**config.mk**
```make
export PLATFORM = sky130hd
export DESIGN_NAME = bridgetx
export DESIGN_NICKNAME = d
export VERILOG_FILES = /design/src/rtl/bridgetx.sv
export SDC_FILE = /design/constraint.sdc
export NUM_CORES = 1
export LEC_CHECK = 0
export ABC_CLOCK_PERIOD_IN_PS = 2500
export BUFFER_PORTS_ARGS = -buffer_cell sky130_fd_sc_hd__buf_2
export CAP_MARGIN = 40
export CORE_MARGIN = 4
export CORE_UTILIZATION = 30
export DETAILED_ROUTE_END_ITERATION = 6
export GPL_ROUTABILITY_DRIVEN = 1
export PLACE_DENSITY_LB_ADDON = 0.2
export REMOVE_ABC_BUFFERS = 1
export SYNTH_ARGS = -nofsm -noshare
export SYNTH_HDL_FRONTEND = slang
export SYNTH_SLANG_ARGS = --single-unit
```
**constraint.sdc**
```tcl
create_clock -name clk19 -period 2.5 [get_ports clk19]
set_input_delay 0.5 -clock clk19 [delete_from_list [all_inputs] [get_ports clk19]]
set_output_delay 0.5 -clock clk19 [all_outputs]
set_load 0.01 [all_outputs]
```
**src/rtl/bridgetx.sv**
```systemverilog
// bridgetx -- transmit-side E1 -> STM-1 byte bridge.
//
// Owns the STM-1 byte-slot counter (row 0..8, col 0..89, sts 0..2; sts is
// the fastest digit) and decodes it into one enable per byte source. The
// selected source byte is captured into the registered dataout bus one
// cycle after its slot. AU4 pointer justification requests are scheduled
// onto whole frames by a small FSM.
//
// Ports
//   clk19            19.44 MHz clock, rising edge
//   rst              asynchronous active-low reset
//   row/col/sts      current slot counter
//   frmst            high in slot row=col=sts=0
//   stmen/au4en/vc4en/tug3en   per-source slot enables (combinational)
//   increq/decreq    positive / negative justification request pulses
//   ainc/adec        justification active for the current frame
//   stmdi/au4di/vc4di/tug3di   source bytes
//   dataout          registered STM-1 byte, one cycle behind its slot
module bridgetx #(
  parameter int WID  = 8,
  parameter int RWID = 4,
  parameter int CWID = 7,
  parameter int SWID = 2
) (
  input  logic            clk19,
  input  logic            rst,
  output logic [RWID-1:0] row,
  output logic [CWID-1:0] col,
  output logic [SWID-1:0] sts,
  output logic            frmst,
  output logic            stmen,
  output logic            au4en,
  output logic            vc4en,
  output logic            tug3en,
  input  logic            increq,
  input  logic            decreq,
  output logic            ainc,
  output logic            adec,
  input  logic [WID-1:0]  stmdi,
  input  logic [WID-1:0]  au4di,
  input  logic [WID-1:0]  vc4di,
  input  logic [WID-1:0]  tug3di,
  output logic [WID-1:0]  dataout
);

  localparam logic [RWID-1:0] ROW_2    = RWID'(2);
  localparam logic [RWID-1:0] ROW_3    = RWID'(3);
  localparam logic [RWID-1:0] ROW_4    = RWID'(4);
  localparam logic [RWID-1:0] ROW_LAST = RWID'(8);
  localparam logic [CWID-1:0] COL_2    = CWID'(2);
  localparam logic [CWID-1:0] COL_3    = CWID'(3);
  localparam logic [CWID-1:0] COL_5    = CWID'(5);
  localparam logic [CWID-1:0] COL_6    = CWID'(6);
  localparam logic [CWID-1:0] COL_LAST = CWID'(89);
  localparam logic [SWID-1:0] STS_LAST = SWID'(2);

  typedef enum logic [1:0] {
    ST_IDLE  = 2'd0,
    ST_ARMED = 2'd1,
    ST_JUST  = 2'd2,
    ST_HOLD  = 2'd3
  } state_t;

  logic [RWID-1:0] row_q, row_d;
  logic [CWID-1:0] col_q, col_d;
  logic [SWID-1:0] sts_q, sts_d;
  state_t          state_q, state_d;
  logic            neg_q, neg_d;        // pending request type: 1 = negative
  logic [1:0]      holdoff_q, holdoff_d;
  logic            ainc_q, ainc_d;
  logic            adec_q, adec_d;
  logic [WID-1:0]  dataout_q, dataout_d;

  logic            is_row3_s;
  logic            pos_stuff_s;
  logic            neg_h3_s;

  // Slot counter next state: sts fastest, then col, then row.
  always_comb begin
    sts_d = sts_q;
    col_d = col_q;
    row_d = row_q;
    if (sts_q == STS_LAST) begin
      sts_d = '0;
      if (col_q == COL_LAST) begin
        col_d = '0;
        if (row_q == ROW_LAST) begin
          row_d = '0;
        end else begin
          row_d = row_q + RWID'(1);
        end
      end else begin
        col_d = col_q + CWID'(1);
      end
    end else begin
      sts_d = sts_q + SWID'(1);
    end
  end

  assign frmst = (row_q == '0) && (col_q == '0) && (sts_q == '0);

  // Justification only reshapes row 3: positive stuffs col 3, negative
  // hands the H3 column (col 2) over to VC4 data.
  assign is_row3_s   = (row_q == ROW_3);
  assign pos_stuff_s = ainc_q && is_row3_s && (col_q == COL_3);
  assign neg_h3_s    = adec_q && is_row3_s && (col_q == COL_2);

  assign stmen  = ((row_q <= ROW_2) || (row_q >= ROW_4)) && (col_q <= COL_2);
  assign au4en  = is_row3_s && (col_q <= COL_2) && !neg_h3_s;
  assign vc4en  = ((col_q >= COL_3) && (col_q <= COL_5) && !pos_stuff_s) || neg_h3_s;
  assign tug3en = (col_q >= COL_6) && (sts_q == '0);

  // Byte mux; slots with no enable (spare sts and stuff bytes) carry zero.
  always_comb begin
    dataout_d = '0;
    if (stmen) begin
      dataout_d = stmdi;
    end else if (au4en) begin
      dataout_d = au4di;
    end else if (vc4en) begin
      dataout_d = vc4di;
    end else if (tug3en) begin
      dataout_d = tug3di;
    end else begin
      dataout_d = '0;
    end
  end

  // Justification FSM: a request is armed, applied to the whole next frame,
  // then followed by three frame starts of holdoff before re-arming.
  always_comb begin
    state_d   = state_q;
    neg_d     = neg_q;
    holdoff_d = holdoff_q;
    ainc_d    = ainc_q;
    adec_d    = adec_q;
    case (state_q)
      ST_IDLE: begin
        if (increq ^ decreq) begin
          state_d = ST_ARMED;
          neg_d   = decreq;
        end else begin
          state_d = ST_IDLE;
        end
      end
      ST_ARMED: begin
        if (frmst) begin
          state_d = ST_JUST;
          ainc_d  = !neg_q;
          adec_d  = neg_q;
        end else begin
          state_d = ST_ARMED;
        end
      end
      ST_JUST: begin
        if (frmst) begin
          state_d   = ST_HOLD;
          ainc_d    = 1'b0;
          adec_d    = 1'b0;
          holdoff_d = 2'd3;
        end else begin
          state_d = ST_JUST;
        end
      end
      ST_HOLD: begin
        if (frmst) begin
          holdoff_d = holdoff_q - 2'd1;
          if (holdoff_q == 2'd1) begin
            state_d = ST_IDLE;
          end else begin
            state_d = ST_HOLD;
          end
        end else begin
          state_d = ST_HOLD;
        end
      end
      default: begin
        state_d   = ST_IDLE;
        neg_d     = 1'b0;
        holdoff_d = 2'd0;
        ainc_d    = 1'b0;
        adec_d    = 1'b0;
      end
    endcase
  end

  // All state registers, cleared asynchronously.
  always_ff @(posedge clk19 or negedge rst) begin
    if (!rst) begin
      row_q     <= '0;
      col_q     <= '0;
      sts_q     <= '0;
      state_q   <= ST_IDLE;
      neg_q     <= 1'b0;
      holdoff_q <= 2'd0;
      ainc_q    <= 1'b0;
      adec_q    <= 1'b0;
      dataout_q <= '0;
    end else begin
      row_q     <= row_d;
      col_q     <= col_d;
      sts_q     <= sts_d;
      state_q   <= state_d;
      neg_q     <= neg_d;
      holdoff_q <= holdoff_d;
      ainc_q    <= ainc_d;
      adec_q    <= adec_d;
      dataout_q <= dataout_d;
    end
  end

  assign row     = row_q;
  assign col     = col_q;
  assign sts     = sts_q;
  assign ainc    = ainc_q;
  assign adec    = adec_q;
  assign dataout = dataout_q;

endmodule

```
-- Word-level counts from Yosys, hierarchy flattened
Index checks and enable logic that the tools add are counted.
- word-level logic and storage cells: 81
- flip-flop bits (word level): 28
- output and inout bits: 28
- $add $sub $neg: 4
- order comparisons: 6
- equal/unequal tests: 13
- multiplexer cells: 21
- reductions and logical operators: 27
- bitwise operators: 1
- operators by type and width (operator ; number):
    $mux 8 ; 4
    $eq 7x2->1 const B ; 2
    $logic_and 1x1->1 ; 12
    $mux 2 ; 6
    $pmux 2 s4 ; 1
    $add 7x1->7 const B ; 1
    $eq 7x7->1 const B ; 1
    $ge 7x2->1 const B ; 1
    $ge 7x3->1 const B ; 1
    $le 7x2->1 const B ; 1
    $le 7x3->1 const B ; 1
    $logic_not 7->1 ; 1
    $mux 7 ; 1
    $eq 2x2->1 const B ; 3
    $ne 2x2->1 const B ; 3
    $reduce_and 3->1 ; 2
    $mux 1 ; 5
    $add 4x1->4 const B ; 1
    $eq 2x1->1 const B ; 2
    $eq 4x2->1 const B ; 1
    $eq 4x4->1 const B ; 1
    $ge 4x3->1 const B ; 1
    $le 4x2->1 const B ; 1
    $logic_not 2->1 ; 2
    11 further kinds ; 17

-- Depth between registers and ports, before layout
Gate-level depths: netlist (run 1).
- depth in word-level cells: 9
- depth in mapped cells: 8
- depth with buffers taken out: 7

-- Worst setup path after synthesis (run 1)
Ideal clock, no wire load.
- path type: register -> output
- start: register row_q[1], in the netlist row[1]
- end: output vc4en
- setup slack: 372 ps
- arrival: 1628 ps
- data required time: 2000 ps
- buffers on the path: 0
- stages on the path, launching flop included: 6
- path through: dfrtp_1 > ha_1 > or3b_1 > nor3_2 > o32ai_4 > and2_1
- cells in the longest elaborated chain, start to end: 6
- RTL lines (item ; RTL line ; RTL):
    from (decl) ; 64 ; logic [RWID-1:0] row_q, row_d;
    from (signal assigned) ; 200 ; row_q <= row_d;
    $eq 4x2->1 (*) ; 104 ; assign is_row3_s = (row_q == ROW_3);
    $logic_and 1x1->1 (2 in a row) ; 105 ; assign pos_stuff_s = ainc_q && is_row3_s && (col_q == COL_3);
    $logic_not 1->1 ; 110 ; assign vc4en = ((col_q >= COL_3) && (col_q <= COL_5) && !pos_stuff_s) || neg_h3_s;
    $logic_and 1x1->1 ; 110 ;
    $logic_or 1x1->1 (*) ; 110 ;
    to (decl) ; 33 ; output logic vc4en,
Every way passes the cells marked *; elsewhere a longest branch is shown, timed or not.

-- Final worst setup path (run 1)
- start: register row_q[0], in the netlist row[0]
- end: output vc4en
The elaborated chain is that of the path after synthesis.

==> results of run 1 <==
## area by class of cell
class | instances | area, um2 | area share [%]
multi-input cells | 140 | 917 | 42.8
flip-flops and latches | 28 | 703 | 32.8
repair buffers | 68 | 353 | 16.5
well taps | 70 | 87.6 | 4.09
clock buffers | 4 | 55.1 | 2.57
inverters | 7 | 26.3 | 1.23
## per-layer routing
layer | vias to the layer above | wire length [um]
met5 | - | 0
met4 | 0 | 60
met3 | 4 | 284
met2 | 38 | 2120
met1 | 734 | 1870
li1 | 778 | -
## layout by cell type (no fill, tap or decap), types with 2 or more instances in the layout
cell type  count
and3_1         2
clkbuf_8       4
dfrtp_1       26
o22ai_1        9
nor4_1         2
o2bb2ai_1      2
dfrtp_2        2
xor2_1         3
nand3_1        9
ha_1           7
a21boi_0       2
inv_1          7
nand4_1        2
and2_1         3
nand2_1       26
nand2b_1       3
or3_1          4
nor2b_1        6
nor3_4         3
buf_2         63
o21ai_1        2
buf_4          5
a21oi_1        6
o21ai_0        9
a31oi_1       11
nor2_1        11
## flip-flops by register name, indices dropped and copies added, names as in the netlist
signal,cells
adec,1
dataout,8
holdoff_q,2
col,7
ainc,1
neg_q,1
row,4
state_q,2
sts,2
## per-stage QoR
stage               instance area, um2  power [mW]
finish                            2140       0.802
global route                      2140       0.841
CTS                               2120       0.819
detailed placement                2060       0.529
global placement                  2060       0.528
floorplan                         1620       0.482
## cells by family (layout without fill, tap and decap cells)
group                      count (synthesis)  in the layout  synth area share [%]
buffers and inverters                     15             79                  3.70
DFF                                       28             28                  42.3
AOI/OAI and AO/OA                         47             47                  18.7
xor gates and xnor gates                   3              3                  1.59
adders and majority gates                  8              8                  6.04
and+or+nand+nor                           79             79                  25.5
muxes                                      3              3                  2.19
## power by group
group	switching [mW]	total, mW	internal, mW	leakage, nW
Clock	0.143	0.285	0.141	0.0288
Combinational	0.0263	0.0547	0.0285	0.615
Sequential	0.00320	0.463	0.460	0.350
Total	0.173	0.802	0.629	0.994
## final timing paths
kind	from	end	slack, ns	cells after the start
worst max-delay path	row[0]	vc4en	0.14	6
min in group clk19	tug3di[1]	dataout[1]	0.46	3
max in group asynchronous	rst	row[1]	1.82	1
worst min-delay path	rst	state_q[0]	0.23	1
worst max register to register	row[0]	dataout[3]	0.59	6
worst min register to register	sts[1]	sts[1]	0.51	1
## what timing repair did
item / 4_1_cts / 5_1_grt
resized for setup: 2 / 6
pin swaps: 0 / 2
endpoints found under the setup margin: 1 / 2
setup buffers: 0 / 0
==> metrics.txt, run 1 <==
min cycle time layout 2.36 ns; period utilization 94.5%; number of synthesized flops with an enable pin 0; Critical Path Source Type flip-flop; worst hold slack 0.229 ns; met3 Usage GRT 3.15%; RSZ-0062 raised after global routing false; count leader, synth dfrtp_1; Slew Viols, Final 0; non-filler cells, final 317; core area 5240 um2; clk_lat worst skew 0.28 ns; initial core utilization 31.6%; setup ws final 0.139 ns; I/O pins 64; Arr. time, crit path 1.86 ns; post-synthesis async set-or-reset flop share 100%; initial antenna violation count 0; detailed-route vias per instance 4.90; placed insts 313; crit-path max FO 5; Final HPWL DP 3360 um; Wirelength per Cell 13.7 um; Fillers 540; crit path kind reg -> out; cell taking the most area after synthesis dfrtp_1; Ant. Diodes 0; Std-Cell Rows 26; post-synth top area share 42.3%; met2 GRT Util 21.8%; Ys Warns 0; Main synth FF type dfrtp_1; Cell variety after synth 41; drt initial violations 36; VDD IR max 0.000301 V; Die Span X 82.3 um; first-pass GRT wire length 6820 um; CTS Sinks 28; IO buf count 63; CTS buffer count 3; Final setup violation count 0; top post-synthesis cells by count dfrtp_1, nand2_1, a31oi_1, nor2_1, o21ai_0; grt total ovfl 0; vias in the first global route 1448; sequential share of the synthesized area 42.3%; Layout area overhead 29.3%; DRT Pass-1 Iters 4; Cell Pwr Density 374 nW/um2; Fin. Hold Viols 0; CTS H-Tree Depth 1; Synth area leaders dfrtp_1, ha_1, nand2_1; clock tree root buffer cell clkbuf_8; skew final 0.00209 ns; met1 Use GR 16.7%; CTS clock-pin slew for the worst setup and hold paths 0.09 ns; via count 1554; status finished, final reports clean; nets 292; Max transition margin 57.9%; Max Cap Violations 0; CP Data Required Time 2.00 ns; post-cts hold buffer count 0; CTS tree built; Pleak 0.994 nW; post-layout util 40.9%; Tot GR Track Use 13.2%; Synth Cell Area 1660 um2; die height 82.3 um; setup TNS 0 ns; layout cells sized above 1 34.4%; CP bufs+invs 1; f_max 0.423 GHz; antenna-violating nets left 0; # DRC 0; largest net degree at the start of global routing 29; GPL Wtd Cong 0.790; routed wire length 4330 um; syn avg cell area 9.05 um2; worst min path class in -> async; gate count of the mapped netlist 183; global route hottest layer met2; Max Root-Sink Buffers 2; Die Footprint 6770 um2; Seq cells post-synth 28; slowest CP cell or3b_4; max incr delay on CP 0.42 ns; Slew @ Worst Pin 0.631 ns; CP top delay family simple AND/OR/NAND/NOR gates; Setup WS pre-CTS 0.282 ns; CP Capture Type output port; CP Cell Sequence ha_2 -> or3b_4 -> nor3_4 -> o32ai_4 -> and2_1 -> buf_2
(Power assumes the default switching activity.)
==> run 2: changes to the inputs <==
--- a/config.mk
+++ b/config.mk
@@ -6,7 +6,7 @@
 export NUM_CORES = 1
 export LEC_CHECK = 0
 export ABC_CLOCK_PERIOD_IN_PS = 2500
-export BUFFER_PORTS_ARGS = -buffer_cell sky130_fd_sc_hd__buf_2
+export BUFFER_PORTS_ARGS = -buffer_cell sky130_fd_sc_hd__buf_4
 export CAP_MARGIN = 40
 export CORE_MARGIN = 4
 export CORE_UTILIZATION = 30
==> run 2 against run 1 <==
Via count is essentially flat. First-iteration DRC count grew 81%. Clock skew grew 0.00059 ns. Clock-buffer cell count is the same. Total power grew 2.7%. Sequential power is essentially flat.
==> metrics.txt, run 2 (synthesis results as in run 1) <==
status finished, final reports clean; Seq pwr share 56.3%; post-layout util 44.1%; Clk network pwr share 34.7%; Die Span X 82.3 um; worst min path class in -> async; core area 5240 um2; CP Data Required Time 2.00 ns; largest net degree at the start of global routing 29; CTS Sinks 28; Storage cell area 701 um2; DRT Pass-1 Iters 4; Final setup violation count 0; clock tree root buffer cell clkbuf_8; Critical R2R Launch row[1]; detailed-route vias per instance 4.86; vias in the first global route 1435; CTS H-Tree Depth 1; die height 82.3 um; Critical Path Source Type flip-flop; crit-path max FO 5; routed wire length 4560 um; drt initial violations 65; CTS clock-pin slew for the worst setup and hold paths 0.10 ns; Final HPWL DP 3450 um; Ant. Diodes 0; min cycle time layout 2.39 ns; GPL Wtd Cong 0.784; most common cell after layout, fill and taps aside buf_4; Slew Viols, Final 0; Wirelength per Cell 14.2 um; Switching Fraction 21.2%; clk_lat worst skew 0.28 ns; IO buf count 63; Slew @ Worst Pin 0.458 ns; Largest register FFs 8; CP Capture Type output port; Max Root-Sink Buffers 2; Crit. Startpoint row[0]; Die Footprint 6770 um2; initial antenna violation count 0; most frequent cells in the layout buf_4, dfrtp_1, nand2_1, nor2_1, a31oi_1; Fillers 512; Std-Cell Rows 26; Fin. Hold Viols 0; layout cells sized above 1 33.6%; # DRC 0; grt total ovfl 0; initial core utilization 31.6%; nets 295; crit path kind reg -> out; Arr. time, crit path 1.89 ns; worst hold slack 0.134 ns; first-pass GRT wire length 7200 um; Max transition margin 69.4%; Cell Pwr Density 356 nW/um2; Tot GR Track Use 13.8%; CTS buffer count 3; antenna-violating nets left 0; Overall Power 0.824 mW; Psw 0.175 mW; VDD IR max 0.000190 V; f_max 0.419 GHz; skew final 0.00267 ns; Multi-input gate area 910 um2; Layout area overhead 39.6%; power share of the combinational group 9.0%; period utilization 95.5%; Pleak 1.06 nW; Pint 0.649 mW; via count 1555; I/O pins 64; CTS tree built; Max Cap Violations 0
run 2: cell count changes in the layout (fill, tap and decap cells not counted):
cell / delta
ha_2: -1
dfrtp_2: -2
buf_4: +66
ha_1: +1
buf_2: -63
or3_1: +1
or3_4: -1
dfrtp_1: +2
run 2: worst paths after layout:
kind,to,slack (ns),cells past startpoint
min in group clk19,dataout[7],0.48,3
max in group asynchronous,col[1],2.09,1
worst min-delay path,state_q[0],0.13,1
worst max register to register,holdoff_q[0],0.42,8
worst max-delay path,vc4en,0.11,6
worst min register to register,sts[1],0.50,1
run 2: critical path: stages, from the launching register on:
cell and delay (ns):
dfrtp_1 0.40, ha_1 0.19, or3b_4 0.43, nor3_4 0.16, o32ai_4 0.11, and2_1 0.18
buf_4 0.14
run 2: metal layers:
layer  vias up  track usage [%]  wire (um)
met5         -                0          0
met4         0             3.49         51
met3         5             3.04        255
met2        33             22.5       2230
met1       730             18.5       2020
li1        787                -          -
run 2: through the flow:
step	TNS, ns	setup WS, ns	instance area, um2	instances
floorplan	0	0.372	1620	175
global placement	0	0.244	2220	313
detailed placement	0	0.193	2220	313
CTS	0	0.0667	2300	319
global route	-0.00110	-0.00110	2310	320
finish	0	0.113	2310	320
run 2: area by class of cell:
class,count,area share [%]
Multi-Input combinational cell,140,39.3
Tap cell,70,3.79
Sequential cell,28,30.3
Clock buffer,4,2.38
Inverter,7,1.14
Timing Repair Buffer,71,23.1
run 2: what timing repair did:
| item | CTS | global route |
|---|---|---|
| pin swaps | 1 | 2 |
| hold endpoints to repair | 0 | 0 |
| hold buffers | 0 | 0 |
| buffers inserted | 2 | 1 |
| setup endpoints to repair | 1 | 3 |
| resized for setup | 3 | 1 |
run 2: power by group through the flow:
stage                     logic (mW)  clock network, mW  registers, mW
final                         0.0742              0.286          0.463
after global routing          0.0797              0.325          0.465
after CTS                     0.0760              0.304          0.464
after detailed placement      0.0759                  0          0.473
after global placement        0.0757                  0          0.472
after floorplan              0.00549                  0          0.476
